==> src/rtl/sm9_mult_driver.sv <==
// Command sequencer for the SM9 scalar multiplication core: loads operands by word,
// clears and launches the core, then captures its result. Optional watchdog: SM9_MULT_TIMEOUT_EN.
module sm9_mult_driver #(
  parameter logic [31:0] TIMEOUT_CYCLES = 32'd4000000
) (
  input  logic         clk,
  input  logic         rst_b,
  input  logic         wr_en,
  input  logic [4:0]   wr_addr,
  input  logic [31:0]  wr_data,
  input  logic         start,
  input  logic [3:0]   rd_addr,
  output logic [31:0]  rd_data,
  output logic         busy,
  output logic         done,
  output logic         err,
  output logic         core_rst_b,
  output logic         core_en,
  output logic [255:0] core_l,
  output logic [255:0] core_x0,
  output logic [255:0] core_y0,
  input  logic [255:0] core_x1,
  input  logic [255:0] core_y1,
  input  logic         core_sign
);

  typedef enum logic [2:0] {
    S_IDLE, S_ZERO, S_CLR1, S_CLR2, S_FIRE, S_WAIT, S_DONE
  } state_e;

  state_e        state_q;
  logic [255:0]  l_q, x0_q, y0_q, x1_q, y1_q;
  logic [31:0]   rd_data_q, rd_data_d;
  logic          done_q, err_q, core_en_q, clr_n_q;
  logic [7:0]    rd_lsb, wr_lsb;

`ifdef SM9_MULT_TIMEOUT_EN
  logic [31:0]   wait_cnt_q;
`else
  logic          unused_timeout;
  assign unused_timeout = ^TIMEOUT_CYCLES;
`endif

  assign rd_lsb = {rd_addr[2:0], 5'd0};
  assign wr_lsb = {wr_addr[2:0], 5'd0};

  always_comb begin
    rd_data_d = x1_q[rd_lsb +: 32];
    if (rd_addr[3]) rd_data_d = y1_q[rd_lsb +: 32];
  end

  // Operand writes are only honoured in IDLE, so the core sees stable inputs.
  always_ff @(posedge clk or negedge rst_b) begin
    if (!rst_b) begin
      state_q   <= S_IDLE;
      l_q       <= '0;
      x0_q      <= '0;
      y0_q      <= '0;
      x1_q      <= '0;
      y1_q      <= '0;
      rd_data_q <= '0;
      done_q    <= 1'b0;
      err_q     <= 1'b0;
      core_en_q <= 1'b0;
      clr_n_q   <= 1'b1;
`ifdef SM9_MULT_TIMEOUT_EN
      wait_cnt_q <= '0;
`endif
    end else begin
      core_en_q <= 1'b0;
      done_q    <= 1'b0;
      rd_data_q <= rd_data_d;
      case (state_q)
        S_IDLE: begin
          if (wr_en) begin
            case (wr_addr[4:3])
              2'd0:    l_q[wr_lsb +: 32]  <= wr_data;
              2'd1:    x0_q[wr_lsb +: 32] <= wr_data;
              2'd2:    y0_q[wr_lsb +: 32] <= wr_data;
              default: ;
            endcase
          end
          // The zero check deliberately looks at the pre-write scalar.
          if (start) begin
            err_q <= 1'b0;
            if (l_q == '0) begin
              state_q <= S_ZERO;
            end else begin
              state_q <= S_CLR1;
              clr_n_q <= 1'b0;
            end
          end
        end
        S_ZERO: begin
          err_q   <= 1'b1;
          done_q  <= 1'b1;
          state_q <= S_DONE;
        end
        S_CLR1: state_q <= S_CLR2;
        S_CLR2: begin
          clr_n_q   <= 1'b1;
          core_en_q <= 1'b1;
          state_q   <= S_FIRE;
        end
        S_FIRE: begin
          state_q <= S_WAIT;
`ifdef SM9_MULT_TIMEOUT_EN
          wait_cnt_q <= '0;
`endif
        end
        S_WAIT: begin
          if (core_sign) begin
            x1_q    <= core_x1;
            y1_q    <= core_y1;
            err_q   <= 1'b0;
            done_q  <= 1'b1;
            state_q <= S_DONE;
          end
`ifdef SM9_MULT_TIMEOUT_EN
          else if (wait_cnt_q == TIMEOUT_CYCLES - 32'd1) begin
            clr_n_q <= 1'b0;
            err_q   <= 1'b1;
            done_q  <= 1'b1;
            state_q <= S_DONE;
          end else begin
            wait_cnt_q <= wait_cnt_q + 32'd1;
          end
`endif
        end
        S_DONE: begin
          clr_n_q <= 1'b1;
          state_q <= S_IDLE;
        end
        default: state_q <= S_IDLE;
      endcase
    end
  end

  assign rd_data    = rd_data_q;
  assign busy       = (state_q != S_IDLE);
  assign done       = done_q;
  assign err        = err_q;
  assign core_rst_b = rst_b & clr_n_q;
  assign core_en    = core_en_q;
  assign core_l     = l_q;
  assign core_x0    = x0_q;
  assign core_y0    = y0_q;

endmodule

==> config.mk <==
export PLATFORM = sky130hd
export DESIGN_NAME = sm9_mult_driver
export DESIGN_NICKNAME = d
export VERILOG_FILES = /design/src/rtl/sm9_mult_driver.sv
export SDC_FILE = /design/constraint.sdc
export NUM_CORES = 2
export LEC_CHECK = 0
export BUFFER_PORTS_ARGS = -buffer_cell sky130_fd_sc_hd__buf_4
export CELL_PAD_IN_SITES_DETAIL_PLACEMENT = 0
export CELL_PAD_IN_SITES_GLOBAL_PLACEMENT = 1
export CORE_AREA = 2 2 528 530
export DETAILED_ROUTE_END_ITERATION = 8
export DIE_AREA = 0 0 530 532
export HOLD_SLACK_MARGIN = 0.1
export PLACE_DENSITY = 0.52
export SETUP_SLACK_MARGIN = 0.5
export SLEW_MARGIN = 10
export SYNTH_ARGS = -nofsm -noshare
export SYNTH_HDL_FRONTEND = slang
export SYNTH_SLANG_ARGS = --single-unit
==> constraint.sdc <==
create_clock -name clk -period 4.03 [get_ports clk]
set_input_delay 0.403 -clock clk [delete_from_list [all_inputs] [get_ports clk]]
set_output_delay 0.403 -clock clk [all_outputs]
set_load 0.02 [all_outputs]
# Yosys cells after proc, flatten, opt, wreduce, memory -nomap -nowiden
# Index checks and enable logic that the tools add are counted.
[totals]
register_bits = 1319
inputBits = 558
out_inout_bits = 805
word_cells = 59
[classes]
add_sub_neg = 1
n_eq_ne = 11
shifts = 4
n_mux = 17
bitwise_logic = 1
reduce_logical = 14
[op_table]
columns = ["op", "count"]
rows = [
  ["bitwise mux 256 bit", 3],
  ["indexed part select 256 x 9 -> 32 bit", 2],
  ["logical NOT 256 bit", 1],
  ["variable shift 32 x 10 -> 256 bit, first input constant", 1],
  ["indexed part select 32 x 10 -> 256 bit", 1],
  ["2-to-1 mux 32 bit", 1],
  ["one-hot mux 3 bit (6 select lines)", 1],
  ["AND reduction 3 bit", 5],
  ["negator 8 -> 10 bit", 1],
  ["== test 3 bit, second input constant", 3],
  ["== test 3 x 2 -> 1 bit, second input constant", 2],
  ["2-to-1 mux 1 bit", 6],
  ["2-to-1 mux 3 bit", 2],
  ["!= test 2 bit, second input constant", 3],
  ["nonzero test 3 bit", 2],
  ["one-hot mux 1 bit (2 select lines)", 2],
  ["AND reduction 2 bit", 2],
  ["== test 3 x 1 -> 1 bit, second input constant", 1],
  ["logical NOT 3 bit", 1],
  ["one-hot mux 1 bit (3 select lines)", 1],
  ["== test 2 x 1 -> 1 bit, second input constant", 1],
  ["== test 2 bit, second input constant", 1],
  ["logical NOT 2 bit", 1],
  ["2-to-1 mux 2 bit", 1],
  ["other kinds (3)", 3],
]

# Depth between registers and ports, before layout
[logic_depth]
ltp_word = 4
depth_mapped = 10
depth_no_buf = 7

# Worst setup path after synthesis
# OpenSTA, ideal clock, no wires.
[synth_path]
path_type = "input to register"
start = "input port wr_addr[0]"
end = "register y0_q[66] (netlist: core_y0[66])"
setup_time_ns = 0.125
arrival_ns = 2.242
t_required_ns = 3.905
path_slack_ns = 1.663
cell_stages = 8
path_buffers = 1
path_cell_list = "inv_1 -> ha_1 -> ha_1 -> nor3_1 -> nand3_1 -> nor2_1 -> buf_4 -> mux2_2"
[synth_via]
elab_chain_len = 3
word_cells_on_any_way = 4
cone_classes = "1 x add/sub; 2 x shift; 1 x mux"
[synth_rtl]
columns = ["element", "line_no", "source"]
rows = [
  ["start: declaration", "9", "input logic [4:0] wr_addr,"],
  ["negator 8 -> 10 bit (*)", "79", "2'd2: y0_q[wr_lsb +: 32] <= wr_data;"],
  ["indexed part select 32 x 10 -> 256 bit or variable shift 32 x 10 -> 256 bit (tied branches)", "79", ""],
  ["bitwise mux 256 bit (*)", "79", ""],
  ["end signal: indexed assignment", "79", ""],
  ["end: declaration", "32", "logic [255:0] l_q, x0_q, y0_q, x1_q, y1_q;"],
]
# Every way passes the cells marked *; elsewhere a longest branch is shown, timed or not.
# A chain may end at the register's enable or synchronous reset.

# Worst setup path in the final report
[layout_path]
start = "register l_q[129] (netlist: core_l[129])"
end = "register state_q[1]"
[layout_via]
elab_chain_len = 4
[layout_rtl]
columns = ["element", "line_no", "source"]
rows = [
  ["start: declaration", "32", ""],
  ["start signal: indexed assignment", "77", "2'd0: l_q[wr_lsb +: 32] <= wr_data;"],
  ["logical NOT 256 bit", "86", "if (l_q == '0) begin"],
  ["2-to-1 mux 2 bit", "86", ""],
  ["2-to-1 mux 3 bit", "84", "if (start) begin"],
  ["one-hot mux 3 bit (6 select lines)", "73", "case (state_q)"],
  ["end signal: assignment", "87", "state_q <= S_ZERO;"],
  ["end signal: assignment", "89", "state_q <= S_CLR1;"],
  ["end signal: assignment", "97", "state_q <= S_DONE;"],
  ["end: declaration", "31", "state_e state_q;"],
]
# No other way between the ends. The select of a mux whose other input is x is not followed.

==> results.yml <==
run_status:
  outcome: "completed"
critical_path:
  critical_path_buf_inv_count: 1
  start_kind: "register"
  path_cells: "nor4_2, buf_4, nand4_1, nor4_1, a41oi_1, o31a_1"
  critPathMaxStageDelay_ns: 0.76
  cp_slowest_cell: "nor4_1"
  worstPathArrival_ns: 3.92
  cp_max_fo: 3
  endpoint_kind: "register"
  crit_family: "simple AND/OR/NAND/NOR gates"
  worst-setup-path-type: "register to register"
  cp.required_ns: 4.72
placed_design:
  gp_congestion: 0.784
  place_hpwl_mm: 175
  place_inst: 8072
  port_buffers: 1362
final_layout:
  final_nets: 5608
  syn_to_final_growth_pct: 47.4
  mostFrequentLayoutCells: "1420 x buf_4, 1318 x dfrtp_1, 1165 x mux2_2"
  final_common_cell: "buf_4"
  final_cell_count_no_fill: 8923
  drive_gt1_share_pct: 58.8
pwr:
  switching_power_mw: 15.5
  power.leakage_nw: 37.6
  power.share.sequential_pct: 40.9
  p_clk_share_pct: 30.0
  vdd_drop_max_v: 0.000356
  swShare_pct: 31.7
  power.density_nw_per_um2: 625
  p_int_mw: 33.5
  combPwrFrac_pct: 29.2
floorplan:
  die_area_um2: 282000
  row_count: 193
  io_pins: 1363
  die_h_um: 532
  initial_core_util_pct: 19.3
  core_region_area_um2: 276000
  die_w_um: 530
global_routing:
  grt_overflow: 0
  antenna_found_initial: 109
  track_usage_pct: 16.3
  grt_pass1_wl_mm: 326
  grt_max_degree: 140
  grt_pass1_vias: 38800
logic_synthesis:
  synth_cell_types: 40
  seq_area_frac_synth_pct: 62.1
  yosysWarnings: 0
  syn_inst: 3162
  synthesis.area_um2: 53200
  syn_area_per_cell_um2: 16.8
  syn_nets: 3722
  ys_seq_elements: 1319
sta:
  period_share_pct: 80.2
  relSlewSlack_pct: 19.4
  fin_crit_ns: 3.23
  holdWs_ns: 0.179
  slew_violations: 0
  fin_skew_ns: 0.0353
  tightest_slew_ns: 1.20
  fin_setup_tns_ns: 0
  setup_viol: 0
  rsz0062_at_grt: "false"
  hold_viol_final: 0
  max_freq_ghz: 0.309
cts:
  clock-sinks: 1319
  cts-root-buf: "clkbuf_16"
  cts_setup_buffers: 0
  cts_buffers: 162
  cts_tree: "yes"
  clock_path_buffers: 4
  htreeDepth: 4
  clkTransAtPathRegs_ns: 0.06
  clk_latency_ns: 0.80
detailed_routing:
  ant_nets: 0
  vias_per_cell: 4.08
  vias: 36400
  drc: 0
  dr.pass1.iters: 4
  drt-initial-drc-count: 1757
  wirelength_mm: 236
  wire_per_inst_um: 26.5
flow_run:
  max-cap-violations: 0
min_path:
  min_path_type: "primary input to asynchronous set/reset pin"
[sequential cells by signal, indices dropped and copies added, names as in the netlist, 3 cells and up]
name,cells
core_l,256
core_x0,256
core_y0,256
x1_q,256
y1_q,256
rd_data,32
state_q,3
[worst paths after layout]
kind / startpoint / end / slack, ns / cells after the start
max: core_l[129]$_DFFE_PN0P_ / state_q[1]$_DFFE_PN0P_ / 0.80 / 6
max reg2reg: core_l[129]$_DFFE_PN0P_ / state_q[1]$_DFFE_PN0P_ / 0.80 / 6
max in group asynchronous: rst_b / core_y0[202]$_DFFE_PN0P_ / 2.29 / 3
min in group clk: wr_data[3] / core_y0[227]$_DFFE_PN0P_ / 0.23 / 2
min: rst_b / x1_q[89]$_DFFE_PN0P_ / 0.18 / 2
min reg2reg: core_x0[144]$_DFFE_PN0P_ / core_x0[144]$_DFFE_PN0P_ / 0.49 / 1
[cells in the mapped netlist]
master       n  area share (%)
dfrtp_1   1318              62
mux2_2    1165              25
mux4_2     160             6.8
clkbuf_1   146             1.0
mux2_1     115             2.4
nor4_1      68            0.80
buf_2       47            0.44
buf_6       19            0.40
nand4_1     18            0.21
nand2_1     16            0.11
buf_1       13           0.092
nor2_1      13           0.092
buf_4        9            0.13
inv_1        6           0.042
a21oi_1      5           0.047
nor3_1       5           0.047
nand2b_1     4           0.047
and2_1       3           0.035
nand3_1      3           0.028
nor2_4       3           0.064
nor2b_1      3           0.035
nor3_4       3           0.092
ha_1         2           0.047
o21ai_0      2           0.019
a211o_1      1           0.016
a21boi_0     1           0.014
a41oi_1      1           0.016
and3_1       1           0.012
and4_1       1           0.016
clkbuf_2     1          0.0094
dfstp_2      1           0.049
mux2i_1      1           0.019
nand4b_1     1           0.016
nor3_2       1           0.019
nor3b_2      1           0.024
o31a_1       1           0.016
or3_4        1           0.021
or3b_4       1           0.021
or4b_4       1           0.026
xor2_1       1           0.016
[power by group through the flow]
stage               logic, mW  clock network, mW  registers (mW)
floorplan                6.02                  0            21.0
global placement         13.9                  0            20.1
detailed placement       14.1                  0            20.3
CTS                      14.6               15.2            20.0
global route             15.1               15.7            20.5
finish                   14.3               14.7            20.0
[metrics by stage]
stage	utilization (%)	worst slack (ns)	power, mW	cell area (um^2)
finish	28.4	0.797	49.0	78400
floorplan	-	1.66	27.1	53200
CTS	28.4	0.696	49.8	78300
global placement	24.6	0.608	34.1	67800
global route	28.4	0.645	51.3	78400
detailed placement	24.6	0.576	34.4	67800
[what timing repair did]
| action | 4_1_cts | 5_1_grt |
|---|---|---|
| hold buffers | 517 | 0 |
| endpoints found under the hold margin | 614 | 0 |
| gates resized for setup | 0 | 0 |
[cell type report]
class	instances	area, um^2
fill	28300	197000
sequential	1319	33000
multi-input combinational	1602	19100
timing repair buffer	1957	16200
clock buffer	245	4880
tap	3705	4640
clock inverter	37	393
antenna	52	130
inverter	6	22.5
[logic make-up after synthesis]
group                      count (synthesis)  share of synthesized area (%)
AOI/OAI and AO/OA                         11                          0.129
xor gates and xnor gates                   1                         0.0165
buffers and inverters                    241                           2.15
DFF                                     1319                           62.1
adders and majority gates                  2                         0.0470
and+or+nand+nor                          147                           1.72
muxes                                   1441                           33.9
[routing by layer]
metal | global-route usage, % | up-vias | wire length [um]
li1 | - | 15500 | -
met1 | 19.2 | 19300 | 93200
met2 | 28.7 | 1262 | 119000
met3 | 4.62 | 329 | 16900
met4 | 4.70 | 56 | 6840
met5 | 0 | - | 323
No activity file was read; power rests on OpenSTA's default activity.
